--- src/rtl/afifo_pkg.sv ---
// Shared defaults and pointer-width helper for the single-clock FWFT FIFO.
package afifo_pkg;

    localparam int DSIZE_DEF = 8;
    localparam int ASIZE_DEF = 4;

    // Pointers carry one extra wrap bit above the address.
    function automatic int ptr_w(input int asize);
        return asize + 1;
    endfunction

endpackage

--- src/rtl/afifo_mem.sv ---
// FIFO storage: 2**ASIZE x DSIZE, synchronous write, asynchronous read, no reset.
module afifo_mem
    import afifo_pkg::*;
#(
    parameter int DSIZE = DSIZE_DEF,
    parameter int ASIZE = ASIZE_DEF
) (
    input  logic             i_clk,
    input  logic             i_we,
    input  logic [ASIZE-1:0] i_waddr,
    input  logic [DSIZE-1:0] i_wdata,
    input  logic [ASIZE-1:0] i_raddr,
    output logic [DSIZE-1:0] o_rdata
);

    localparam int DEPTH = 1 << ASIZE;

    logic [DSIZE-1:0] mem_q [DEPTH];

    always_ff @(posedge i_clk) begin
        if (i_we) mem_q[i_waddr] <= i_wdata;
    end

    assign o_rdata = mem_q[i_raddr];

endmodule

--- src/rtl/afifo.sv ---
// Single-clock first-word-fall-through FIFO with registered full/empty flags.
// Define AFIFO_FILL_LEVEL_EN to add the registered o_fill occupancy port.
module afifo
    import afifo_pkg::*;
#(
    parameter int DSIZE = DSIZE_DEF,
    parameter int ASIZE = ASIZE_DEF
) (
    input  logic             i_clk,
    input  logic             i_rst_n,
    input  logic             i_wr,
    input  logic [DSIZE-1:0] i_wdata,
    output logic             o_wfull,
    input  logic             i_rd,
    output logic [DSIZE-1:0] o_rdata,
`ifdef AFIFO_FILL_LEVEL_EN
    output logic [ASIZE:0]   o_fill,
`endif
    output logic             o_rempty
);

    localparam int PW = ptr_w(ASIZE);

    logic [PW-1:0] wptr_q, wptr_d;
    logic [PW-1:0] rptr_q, rptr_d;
    logic          wfull_q, wfull_d;
    logic          rempty_q, rempty_d;
    logic          wr_ok, rd_ok;

    assign wr_ok = i_wr && !wfull_q;
    assign rd_ok = i_rd && !rempty_q;

    // Flags come from next-state pointers so they are valid the cycle after the edge.
    always_comb begin
        wptr_d   = wptr_q + PW'(wr_ok);
        rptr_d   = rptr_q + PW'(rd_ok);
        rempty_d = (wptr_d == rptr_d);
        wfull_d  = (wptr_d[PW-1] != rptr_d[PW-1]) &&
                   (wptr_d[PW-2:0] == rptr_d[PW-2:0]);
    end

    always_ff @(posedge i_clk or negedge i_rst_n) begin
        if (!i_rst_n) begin
            wptr_q   <= '0;
            rptr_q   <= '0;
            wfull_q  <= 1'b0;
            rempty_q <= 1'b1;
        end else begin
            wptr_q   <= wptr_d;
            rptr_q   <= rptr_d;
            wfull_q  <= wfull_d;
            rempty_q <= rempty_d;
        end
    end

`ifdef AFIFO_FILL_LEVEL_EN
    logic [ASIZE:0] fill_q;

    always_ff @(posedge i_clk or negedge i_rst_n) begin
        if (!i_rst_n) fill_q <= '0;
        else          fill_q <= wptr_d - rptr_d;
    end

    assign o_fill = fill_q;
`endif

    afifo_mem #(
        .DSIZE(DSIZE),
        .ASIZE(ASIZE)
    ) u_mem (
        .i_clk  (i_clk),
        .i_we   (wr_ok),
        .i_waddr(wptr_q[PW-2:0]),
        .i_wdata(i_wdata),
        .i_raddr(rptr_q[PW-2:0]),
        .o_rdata(o_rdata)
    );

    assign o_wfull  = wfull_q;
    assign o_rempty = rempty_q;

endmodule

--- config.mk ---
export PLATFORM = sky130hd
export DESIGN_NAME = afifo
export DESIGN_NICKNAME = d
export VERILOG_FILES = /design/src/rtl/afifo_pkg.sv /design/src/rtl/afifo_mem.sv /design/src/rtl/afifo.sv
export SDC_FILE = /design/constraint.sdc
export NUM_CORES = 1
export LEC_CHECK = 0
export CORE_MARGIN = 2
export CORE_UTILIZATION = 64
export CTS_CLUSTER_DIAMETER = 60
export CTS_CLUSTER_SIZE = 8
export DETAILED_ROUTE_END_ITERATION = 12
export PLACE_DENSITY = 0.83
export SLEW_MARGIN = 0
export SYNTH_ARGS = -nofsm -noshare
export SYNTH_HDL_FRONTEND = slang
export SYNTH_SLANG_ARGS = --single-unit
--- constraint.sdc ---
create_clock -name i_clk -period 4.3 [get_ports i_clk]
set_input_delay 0.43 -clock i_clk [delete_from_list [all_inputs] [get_ports i_clk]]
set_output_delay 0.43 -clock i_clk [all_outputs]
set_load 0.05 [all_outputs]
==> impl_metrics.tcl <==
set metrics [dict create \
    synth_warnings 0 \
    rows 33 \
    firstDrtPassIters 5 \
    die_x_um 96.7 \
    fp.dieH_um 96.7 \
    start_util_pct 66.6 \
    final_nets 312 \
    grt_max_degree 33 \
    required_ns 3.87 \
    final_common_cell "edfxtp_1" \
    grt_overflow_total 0 \
    dp_slack_ns 1.25 \
    seqCellArea_um2 4150 \
    clock_tree.buffer_depth 2 \
    grt_pass1_vias 2817 \
    root_buffer "clkbuf_8" \
    drv_cap 0 \
    multi_input_area_um2 1250 \
    wl_per_cell_um 27.7 \
    cts_htree_levels 4 \
    cp-end-kind "primary output" \
    vias_per_cell 6.56 \
    slew_headroom_pct 34.8 \
    period_share_pct 83.0 \
    fin_crit_ns 3.57 \
    ys_types 28 \
    cp_slowest_cell "clkdlybuf4s50_1" \
    critical_path_peak_fanout 32 \
    tns_ns 0 \
    yosysSeqAreaShare_pct 75.3 \
    drt_iter0_drc 356 \
    postLayoutSetupSlackWorst_ns 0.731 \
    crit_chain "buf_4, mux4_1, a22oi_1, nand2_1, clkdlybuf4s50_1" \
    area_growth_pct 15.9 \
    powerDensity_nw_per_um2 753 \
    tightest_slew_ns 0.974 \
    antenna_found_initial 0 \
    antenna_cells 0 \
    setup_viol 0 \
    instances_no_fill 414 \
    drive_gt1_share_pct 19.1 \
    cts_buffers 17 \
    fillers 439 \
    hpwl_um 6520 \
    via_count 2714 \
    portBuffers 21 \
    postSynthNetCount 277 \
    max_freq_mhz 280 \
    finalHoldViolCount 0 \
    path_class "reg2out" \
    path_clk_slew_ns 0.06 \
    synth_cells 261 \
    ant_nets 0 \
    cts_resized 0 \
    holdBufCountCts 0 \
    layout_common_cells "edfxtp_1 (128), clkdlybuf4s50_1 (21), mux4_2 (18)" \
    critPathLaunchType "flop" \
    leakage_nw 2.16 \
    dp.cells 382 \
    cts_tree "done" \
    wl_um 11500 \
    rsz0062_at_grt "no" \
    die_area_um2 9360 \
    synth_area_per_cell_um2 21.1 \
    slew_viol_final 0 \
    fin_worst_skew_ns 0.0103 \
    ios 22 \
    slowest_delay_ns 0.72 \
    worstPathArrival_ns 3.14 \
    ir_worst_vdd_v 0.000503 \
    synth_seq_cells 140 \
    hold_class "in2async" \
    clk_latency_ns 0.52 \
    cts.sinks 140 \
    post-cts-setup-buffers 0 \
    grt_use_total_pct 26.7 \
    status "complete, no violations" \
    power.total_mw 4.80 \
    drcViolationCount 0 \
    netlist_area_um2 5500 \
    coreArea_um2 8260 \
    place_congestion 0.776 \
    grt_pass1_wl_um 17700 \
]
where the power goes:
group | switching [mW] | internal, mW
Sequential | 0.117 | 1.68
Clock | 0.577 | 0.837
Combinational | 0.963 | 0.625
Total | 1.66 | 3.15
registers in the layout (all words and copies together), names as in the netlist:
name         count
o_wfull          1
u_mem.mem_q    128
rptr_q           5
wptr_q           5
o_rempty         1
critical path, delay by kind of cell (launching register included):
kind / cells / cell delay, ns
flip-flops: 1 / 0.36
AND/OR/NAND/NOR: 1 / 0.14
AO/OA/AOI/OAI: 1 / 0.28
multiplexers: 1 / 0.62
buffers and inverters: 2 / 1.20
worst paths after layout:
check	slack, ns	endpoint	cells past startpoint	startpoint
max reg2reg	1.99	u_mem.mem_q[3][7]	3	o_wfull
min reg2reg	0.51	rptr_q[4]	2	rptr_q[4]
max in group asynchronous	3.68	rptr_q[0]	1	i_rst_n
max	0.73	o_rdata[7]	5	rptr_q[0]
min in group i_clk	0.51	rptr_q[4]	2	rptr_q[4]
min	0.25	o_wfull	1	i_rst_n
synth_stat cells, drive strengths merged:
library cell	number	area [µm²]
clkbuf	3	16.3
dfrtp	11	275
and2b	1	7.51
dfstp	1	26.3
or3	1	6.26
nor3	5	25.0
nand2b	2	12.5
nand2	9	33.8
and2	1	6.26
edfxtp	128	3840
nor2b	3	18.8
nand3b	2	15.0
inv	2	7.51
xor2	8	70.1
nor2	13	48.8
ha	4	50.1
or3b	1	8.76
nor3b	1	7.51
nand3	5	25.0
mux4	32	773
buf	9	78.8
a22oi	16	120
xnor2	3	26.3
final cells by class:
class / count / share of cell area, %
Multi-Input combinational cell: 107 / 19.7
Sequential cell: 140 / 65.0
Clock inverter: 14 / 2.49
Clock buffer: 18 / 6.55
Tap cell: 105 / 2.06
Inverter: 2 / 0.118
Timing Repair Buffer: 28 / 4.12
layer usage:
layer  global-route usage (%)  part of all wire [%]  vias to the layer above  wire [µm]
met4                     9.64                   2.6                        0        304
li1                         -                     -                     1150          -
met1                     36.8                    38                     1387       4350
met3                     6.43                   7.2                       30        830
met5                        0                     0                        -          0
met2                     42.5                    52                      147       6000
stage by stage:
stage                     area (µm²)  hold slack [ns]  utilization [%]
after floorplan                 5500            0.134                -
after global placement          5800            0.491             70.3
after detailed placement        5800            0.496             70.3
after CTS                       6380            0.260             77.3
after global routing            6380            0.313             77.3
final                           6380            0.252             77.3
kinds of logic after synthesis:
group	synth area share [%]
AO/OA/AOI/OAI	2.18
XOR/XNOR	1.75
adder cells (fa/ha/maj)	0.910
buffers and inverters	1.86
flip-flops	75.3
multiplexers	14.1
AND/OR/NAND/NOR	3.91
Power figures use the tool's default switching activity.
